[src/rtl/fft_mem_sequencer.sv]
// Read/twiddle/write-back address sequencer for an in-place radix-2 DIT FFT.
// Reads appear the cycle after start; writes trail reads by BFLY_LATENCY; no backpressure, start is ignored while busy.
module fft_mem_sequencer #(
    parameter int LOG2_N       = 4,
    parameter int BFLY_LATENCY = 2,
    localparam int TW          = (LOG2_N > 1) ? LOG2_N - 1 : 1
) (
    input  logic              clk,
    input  logic              rst_n,
    input  logic              start,
    output logic              busy,
    output logic              done,
    output logic [LOG2_N-1:0] stage,
    output logic [LOG2_N-1:0] rd_addr,
    output logic              rd_valid,
    output logic              rd_sel,
    output logic [TW-1:0]     tw_addr,
    output logic [LOG2_N-1:0] wr_addr,
    output logic              wr_en
);

    localparam int AW = LOG2_N;
    localparam int BW = TW;
    localparam int DW = (BFLY_LATENCY > 1) ? $clog2(BFLY_LATENCY) : 1;

    localparam logic [1:0] S_IDLE  = 2'd0;
    localparam logic [1:0] S_READ  = 2'd1;
    localparam logic [1:0] S_DRAIN = 2'd2;
    localparam logic [1:0] S_DONE  = 2'd3;

    localparam logic [BW-1:0] B_LAST     = BW'((1 << (LOG2_N - 1)) - 1);
    localparam logic [AW-1:0] STAGE_LAST = AW'(LOG2_N - 1);
    localparam logic [DW-1:0] D_LAST     = DW'(BFLY_LATENCY - 1);

    logic [1:0]    state_q, state_d;
    logic [AW-1:0] stage_q, stage_d;
    logic [BW-1:0] bfly_q, bfly_d;
    logic          phase_q, phase_d;
    logic [DW-1:0] drain_q, drain_d;
    logic [BFLY_LATENCY-1:0][AW:0] pipe_q, pipe_d;

    logic          rd_live;
    logic [AW-1:0] b_ext;
    logic [AW-1:0] lo_mask;
    logic [AW-1:0] span_bit;
    logic [AW-1:0] top_addr;
    logic [BW-1:0] pos;
    logic [BW-1:0] tw_c;

    always_comb begin
        state_d = state_q;
        stage_d = stage_q;
        bfly_d  = bfly_q;
        phase_d = phase_q;
        drain_d = drain_q;
        case (state_q)
            S_IDLE: begin
                if (start) begin
                    state_d = S_READ;
                end
            end
            S_READ: begin
                if (phase_q) begin
                    phase_d = 1'b0;
                    if (bfly_q == B_LAST) begin
                        bfly_d  = '0;
                        state_d = S_DRAIN;
                    end else begin
                        bfly_d = bfly_q + BW'(1);
                    end
                end else begin
                    phase_d = 1'b1;
                end
            end
            S_DRAIN: begin
                // Leave only once the stage's final write is on the bus, so the next stage never reads stale data.
                if (drain_q == D_LAST) begin
                    drain_d = '0;
                    if (stage_q == STAGE_LAST) begin
                        stage_d = '0;
                        state_d = S_DONE;
                    end else begin
                        stage_d = stage_q + AW'(1);
                        state_d = S_READ;
                    end
                end else begin
                    drain_d = drain_q + DW'(1);
                end
            end
            S_DONE: begin
                state_d = S_IDLE;
            end
            default: begin
                state_d = S_IDLE;
            end
        endcase
    end

    // Top operand index = butterfly index with a zero bit inserted at position stage.
    always_comb begin
        rd_live  = (state_q == S_READ);
        b_ext    = AW'(bfly_q);
        lo_mask  = (AW'(1) << stage_q) - AW'(1);
        span_bit = AW'(1) << stage_q;
        top_addr = ((b_ext & ~lo_mask) << 1) | (b_ext & lo_mask);
        pos      = bfly_q & ((BW'(1) << stage_q) - BW'(1));
        tw_c     = pos << (STAGE_LAST - stage_q);
    end

    always_comb begin
        rd_valid = rd_live;
        rd_sel   = rd_live & phase_q;
        rd_addr  = rd_live ? (phase_q ? (top_addr | span_bit) : top_addr) : '0;
        tw_addr  = rd_live ? tw_c : '0;
        busy     = (state_q == S_READ) || (state_q == S_DRAIN);
        done     = (state_q == S_DONE);
        stage    = stage_q;
        wr_addr  = pipe_q[BFLY_LATENCY-1][AW:1];
        wr_en    = pipe_q[BFLY_LATENCY-1][0];
    end

    always_comb begin
        pipe_d    = pipe_q;
        pipe_d[0] = {rd_addr, rd_valid};
        for (int i = 1; i < BFLY_LATENCY; i++) begin
            pipe_d[i] = pipe_q[i-1];
        end
    end

    always_ff @(posedge clk or negedge rst_n) begin
        if (!rst_n) begin
            state_q <= S_IDLE;
            stage_q <= '0;
            bfly_q  <= '0;
            phase_q <= 1'b0;
            drain_q <= '0;
            pipe_q  <= '0;
        end else begin
            state_q <= state_d;
            stage_q <= stage_d;
            bfly_q  <= bfly_d;
            phase_q <= phase_d;
            drain_q <= drain_d;
            pipe_q  <= pipe_d;
        end
    end

endmodule

[config.mk]
export PLATFORM = sky130hd
export DESIGN_NAME = fft_mem_sequencer
export DESIGN_NICKNAME = d
export VERILOG_FILES = /design/src/rtl/fft_mem_sequencer.sv
export SDC_FILE = /design/constraint.sdc
export NUM_CORES = 1
export LEC_CHECK = 0
export ABC_AREA = 1
export CAP_MARGIN = 20
export CORE_MARGIN = 2
export CORE_UTILIZATION = 49
export DETAILED_ROUTE_END_ITERATION = 12
export MAX_ROUTING_LAYER = met4
export PLACE_DENSITY = 0.77
export SLEW_MARGIN = 10
export SYNTH_ARGS = -nofsm -noshare
export SYNTH_HDL_FRONTEND = slang
export SYNTH_SLANG_ARGS = --single-unit
[constraint.sdc]
create_clock -name clk -period 2.1 [get_ports clk]
set_input_delay 0.315 -clock clk [delete_from_list [all_inputs] [get_ports clk]]
set_output_delay 0.315 -clock clk [all_outputs]
set_load 0.1 [all_outputs]
==> results of run 1 <==
layer usage:
metal / track usage, % / wire, um / up-vias
met5: - / 0 / -
met1: 30.27 / 1302 / 513
li1: - / - / 492
met2: 42.64 / 1662 / 39
met3: 3.509 / 149 / 14
met4: 12.16 / 121 / 0
worst paths after layout:
path                       slack, ns          to      start
max in group asynchronous       1.55    stage[1]      rst_n
min in group clk                0.36  wr_addr[1]  pipe_d[7]
hold / removal                  0.32  wr_addr[2]      rst_n
setup / recovery               -0.27  tw_addr[2]   stage[0]
setup reg to reg                0.35   pipe_d[7]   stage[0]
hold reg to reg                 0.36  wr_addr[1]  pipe_d[7]
sequential cells by signal, summed over array words and instances (netlist names):
| name | flops |
|---|---|
| pipe_d | 5 |
| wr_en | 1 |
| wr_addr | 4 |
| phase_q | 1 |
| state_q | 2 |
| stage | 4 |
| drain_q | 1 |
| bfly_q | 3 |
stage by stage:
stage               setup slack [ns]  area (um2)  setup TNS, ns  hold slack, ns
floorplan                    -0.3933        1232         -1.214         0.01941
global placement             0.07493        1569              0          0.3343
detailed placement         -0.003644        1569      -0.003644          0.3347
CTS                          -0.1962        1734        -0.8486          0.3365
global route                 -0.3128        1871         -1.373          0.3455
finish                       -0.2698        1871         -1.111          0.3169
cells in the final DEF, fill, tap and decap left out, types with 4 or more instances in the layout:
cell                      instances
sky130_fd_sc_hd__buf_4           34
sky130_fd_sc_hd__nand2_1         22
sky130_fd_sc_hd__dfrtp_1         17
sky130_fd_sc_hd__buf_12          11
sky130_fd_sc_hd__inv_1            9
sky130_fd_sc_hd__ha_1             6
sky130_fd_sc_hd__inv_4            5
sky130_fd_sc_hd__nand2_4          5
sky130_fd_sc_hd__nor2_1           4
sky130_fd_sc_hd__nand3_1          4
sky130_fd_sc_hd__a21oi_1          4
sky130_fd_sc_hd__dfrtp_4          4
layout make-up:
class / instances / share of cell area (%)
clock inverter: 1 / 0.2676
multi-input combinational: 78 / 35.52
timing repair buffer: 48 / 27.09
clock buffer: 3 / 1.204
sequential: 21 / 28.90
inverter: 19 / 5.151
tap: 28 / 1.873
critical path: cells and delay by family, from the launching register on:
family	cells	cell delay (ns)
simple gates	4	0.37
buf+inv	3	0.32
compound gates	2	0.30
fa+ha+maj	1	0.26
flops	1	0.47
cell families after synthesis:
| kind of cell | synth area share, % |
|---|---|
| fa+ha+maj | 10.32 |
| flops | 48.16 |
| simple gates | 23.28 |
| compound gates | 8.143 |
| buf+inv | 9.289 |
| xor+xnor | 0.8029 |
timing repair:
item | in CTS | in global routing
setup buffers | 10 | 11
endpoints found under the setup margin | 7 | 7
pin swaps | 13 | 6
resized for setup | 17 | 14
synthesized netlist by cell type:
| master | count | share of area, % |
|---|---|---|
| sky130_fd_sc_hd__nor3_1 | 1 | 0.46 |
| sky130_fd_sc_hd__o21ai_1 | 1 | 0.46 |
| sky130_fd_sc_hd__a21oi_1 | 6 | 2.8 |
| sky130_fd_sc_hd__nor2_4 | 1 | 1.0 |
| sky130_fd_sc_hd__a21oi_2 | 1 | 0.80 |
| sky130_fd_sc_hd__nand3_1 | 7 | 3.2 |
| sky130_fd_sc_hd__nor2_2 | 2 | 1.1 |
| sky130_fd_sc_hd__inv_1 | 17 | 5.8 |
| sky130_fd_sc_hd__dfrtp_1 | 21 | 48 |
| sky130_fd_sc_hd__o22ai_1 | 3 | 1.7 |
| sky130_fd_sc_hd__nand4_2 | 1 | 1.1 |
| sky130_fd_sc_hd__nor4_1 | 1 | 0.57 |
| sky130_fd_sc_hd__xor2_1 | 1 | 0.80 |
| sky130_fd_sc_hd__buf_4 | 4 | 2.8 |
| sky130_fd_sc_hd__nand2_2 | 2 | 1.1 |
| sky130_fd_sc_hd__nor2_1 | 4 | 1.4 |
| sky130_fd_sc_hd__nand2_1 | 28 | 9.6 |
| sky130_fd_sc_hd__nand3_2 | 2 | 1.8 |
| sky130_fd_sc_hd__ha_1 | 9 | 10 |
| sky130_fd_sc_hd__o21ai_0 | 4 | 1.8 |
| sky130_fd_sc_hd__a31oi_1 | 1 | 0.57 |
| sky130_fd_sc_hd__inv_2 | 2 | 0.69 |
| sky130_fd_sc_hd__nand4_1 | 3 | 1.7 |
==> results_dict.tcl, run 1 <==
set metrics [dict create \
    rsz0062_at_grt "yes" \
    fillers 87 \
    worst-slew-pin-transition_ns 0.2653 \
    finalClockSkew_ns 0.008523 \
    num_ports 23 \
    via_per_inst 5.343 \
    final_layout_size_suffix_gt1_share_pct 52.94 \
    cts_buffers 3 \
    worst_hold_path_type "input pin to async pin" \
    instances_no_fill 198 \
    die_width_um 51.19 \
    tritoncts "done" \
    final_hold_vio_count 0 \
    grt_pass1_wl_um 4705 \
    dp.cells 175 \
    synth-seq-cells 21 \
    cts_hold_repair.buffers 0 \
    post_synth_inst_count 122 \
    critical_path.endpoint_type "output pin" \
    synth_seq_area_share_pct 48.17 \
    root_buffer "sky130_fd_sc_hd__clkbuf_4" \
    mean_instance_size_in_the_synthesized_netlist_um2 8.943 \
    dr.first_iter.drc_count 22 \
    gr-usage-all-layers_pct 25.45 \
    critical_path_arrival_ns 2.05 \
    post-route-period-util_pct 112.8 \
    setup.worst_path.start_class "flop" \
    global_placer_s_final_weighted_congestion 0.7956 \
    area_delta_synth_final_pct 71.44 \
    floorplan.die.height_um 51.19 \
    setup.worst_path.class "flop to output pin" \
    first_pass_iters 4 \
    final_antenna_net_count 0 \
    initial_util_pct 50.79 \
    wirelength_um 3235 \
    clk_transition_reported_paths_ns 0.13 \
    drcViolationCount 0 \
    final-seq-area_um2 540.5 \
    required_ns 1.78 \
    setup_viol_count_final 6 \
    pin_count_of_the_biggest_net_entering_global_routing 22 \
    dp_hpwl_um 1871 \
    design.die.area_um2 2620 \
    worst_slew_margin_rel_pct 82.18 \
    path_max_fanout 3 \
    fin_util_pct 87.07 \
    run_status "finished, violations left" \
    multi_input_area_um2 664.4 \
    routed-via-count 1058 \
    post_synth_instance_area_um2 1091 \
    report.final.slew_viol_count 0 \
    max_freq_mhz 422.0 \
    clock_latency_ns 0.33 \
    clkSinkCount 21 \
    fin_nets 183 \
    critical_path.slowest_cell "sky130_fd_sc_hd__dfrtp_4" \
    placement_rows 17 \
    core_area_um2 2148 \
    worstRegToRegCells 9 \
    grt_pass1_vias 1036 \
    antenna_violations_before_repair 0 \
    gr-total-overflow 0 \
    failed_checks "setup timing" \
    yosysUniqueCellTypes 23 \
    wl_per_cell_um 16.34 \
    yosysWarningCount 0 \
    max_cap_viol_count 0 \
    max-clock-path-buffers 2 \
    antenna_cells_inserted 0 \
    buffer_ports.inserted 22 \
    period_needed_ns 2.370 \
    cpPeakStageDelay_ns 0.47 \
    final_critical_path_setup_slack_ns -0.2698 \
    syn-num-nets 134 \
    worstPathCellList "inv_4 -> nor2_4 -> nand3_4 -> ha_4 -> inv_2 -> nand2_4 -> a21oi_2 -> nand2_2 -> a21oi_4 -> buf_12" \
    htree_levels 1 \
]
Power of run 1 is left out: the tool's default activity adds up to more than one toggle a clock period on the data nets, which glitch-free logic cannot reach.
==> inputs of run 2 (changes only) <==
--- a/config.mk
+++ b/config.mk
@@ -16,3 +16,4 @@
 export SYNTH_ARGS = -nofsm -noshare
 export SYNTH_HDL_FRONTEND = slang
 export SYNTH_SLANG_ARGS = --single-unit
+export TNS_END_PERCENT = 50
==> results_dict.tcl, run 2 (synthesis results as in run 1) <==
set metrics [dict create \
    detailedPlace.worstSlack_ns -0.003644 \
    dr.first_iter.drc_count 24 \
    tritoncts "done" \
    startpoint "stage[3]" \
    gr-total-overflow 0 \
    area_delta_synth_final_pct 59.06 \
    pin_count_of_the_biggest_net_entering_global_routing 22 \
    fillers 116 \
    layout.cells.most_common "sky130_fd_sc_hd__buf_4" \
    worst_hold_path_type "input pin to async pin" \
    critical_path.slowest_cell "sky130_fd_sc_hd__dfrtp_4" \
    setup_viol_count_final 7 \
    multi_input_area_um2 609.3 \
    dp_hpwl_um 1871 \
    report.final.slew_viol_count 0 \
    final-seq-area_um2 540.5 \
    final_design_area_no_fill_um2 1735 \
    cpPeakStageDelay_ns 0.53 \
    run_status "finished, violations left" \
    setup.worst_path.class "flop to output pin" \
    grt_pass1_vias 1033 \
    clock_latency_ns 0.32 \
    placement_rows 17 \
    instances_no_fill 189 \
    finalClockSkew_ns 0.005280 \
    via_per_inst 5.259 \
    htree_levels 1 \
    buffer_ports.inserted 22 \
    clk_transition_reported_paths_ns 0.13 \
    max_cap_viol_count 0 \
    post-route-period-util_pct 111.3 \
    clkSinkCount 21 \
    die_width_um 51.19 \
    setup.worst_path.start_class "flop" \
    max_freq_mhz 427.7 \
    antenna_violations_before_repair 0 \
    rr_startpoint "stage[3]" \
    final_layout_size_suffix_gt1_share_pct 47.20 \
    antenna_cells_inserted 0 \
    worstRegToRegCells 9 \
    failed_checks "setup timing" \
    wl_per_cell_um 14.61 \
    first_pass_iters 4 \
    routed-via-count 994 \
    postPlaceCellArea_um2 1569 \
    initial_util_pct 50.79 \
    core_area_um2 2148 \
    num_ports 23 \
    max-clock-path-buffers 2 \
    critical_path.endpoint_type "output pin" \
    fin_nets 174 \
    cts_buffers 3 \
    root_buffer "sky130_fd_sc_hd__clkbuf_4" \
    leading_cell_types_in_the_layout_fill_and_taps_excluded "26 x sky130_fd_sc_hd__buf_4, 23 x sky130_fd_sc_hd__nand2_1, 17 x sky130_fd_sc_hd__dfrtp_1" \
    grt_pass1_wl_um 4505 \
    path_max_fanout 3 \
    final_antenna_net_count 0 \
    worstPathCellList "nor2_4 -> nand3_2 -> ha_4 -> inv_2 -> nand2_2 -> a21oi_2 -> nand2_2 -> a21oi_4 -> buf_12" \
    rsz0062_at_grt "yes" \
    wirelength_um 2761 \
    design.die.area_um2 2620 \
    drcViolationCount 0 \
    period_needed_ns 2.338 \
    worst-slew-pin-transition_ns 0.3453 \
    worst_slew_margin_rel_pct 76.95 \
    crit_top_cell "sky130_fd_sc_hd__nand2_2" \
    required_ns 1.78 \
    cts_hold_repair.buffers 0 \
    gr-usage-all-layers_pct 24.55 \
    final_critical_path_setup_slack_ns -0.2378 \
    dp.cells 175 \
    setup_total_negative_slack_ns -1.095 \
    critical_path_arrival_ns 2.02 \
    global_placer_s_final_weighted_congestion 0.7956 \
    floorplan.die.height_um 51.19 \
    final_hold_vio_count 0 \
    largest_register_ffs 5 \
]
[run 2: cell types whose count changed in the layout (fill, tap and decap cells not counted), moves of 2 or more]
cell and change:
sky130_fd_sc_hd__inv_4 -2, sky130_fd_sc_hd__nand2_2 +3, sky130_fd_sc_hd__nand3_1 +2, sky130_fd_sc_hd__nand2_4 -4, sky130_fd_sc_hd__buf_4 -8, sky130_fd_sc_hd__inv_1 +2, sky130_fd_sc_hd__nand3_4 -3
[run 2: worst paths after layout]
check                        endpoint  slack, ns
min reg2reg                wr_addr[1]       0.36
max reg2reg                 pipe_d[7]       0.35
min                         pipe_d[8]       0.32
max in group asynchronous    stage[1]       1.54
min in group clk           wr_addr[1]       0.36
max                        tw_addr[2]      -0.24
[run 2: final cells by class]
type / count / area share (%)
sequential: 21 / 31.15
tap: 28 / 2.019
clock inverter: 1 / 0.2884
inverter: 19 / 5.047
clock buffer: 3 / 1.298
multi-input combinational: 78 / 35.11
timing repair buffer: 39 / 25.09
[run 2: per-stage QoR]
stage          hold slack [ns]  util (%)
6_report                0.3220     80.78
5_1_grt                 0.3301     80.78
4_1_cts                 0.3365     79.15
3_5_place_dp            0.3347     73.03
3_3_place_gp            0.3343     73.03
2_1_floorplan          0.01941         -
[run 2: repair_timing]
item	in CTS	in global routing
gates resized for setup	12	4
gates cloned	0	0
pin swaps	7	7
buffers inserted	7	3
endpoints found under the setup margin	7	7
[run 2: layer usage]
layer	up-vias	part of all wire [%]	wire, um	GRT usage, %
li1	473	-	-	-
met1	479	40	1116	26.82
met2	33	53	1456	41.13
met3	9	4.2	116	4.678
met4	0	2.5	70	15.32
met5	-	0	0	-
[run 2: worst max-delay path: cells and delay by family (launching register included)]
family	cells	cell delay [ns]
fa+ha+maj	1	0.26
simple gates	4	0.35
compound gates	2	0.31
flops	1	0.53
buf+inv	2	0.24
Power of run 2 is left out for the same reason.
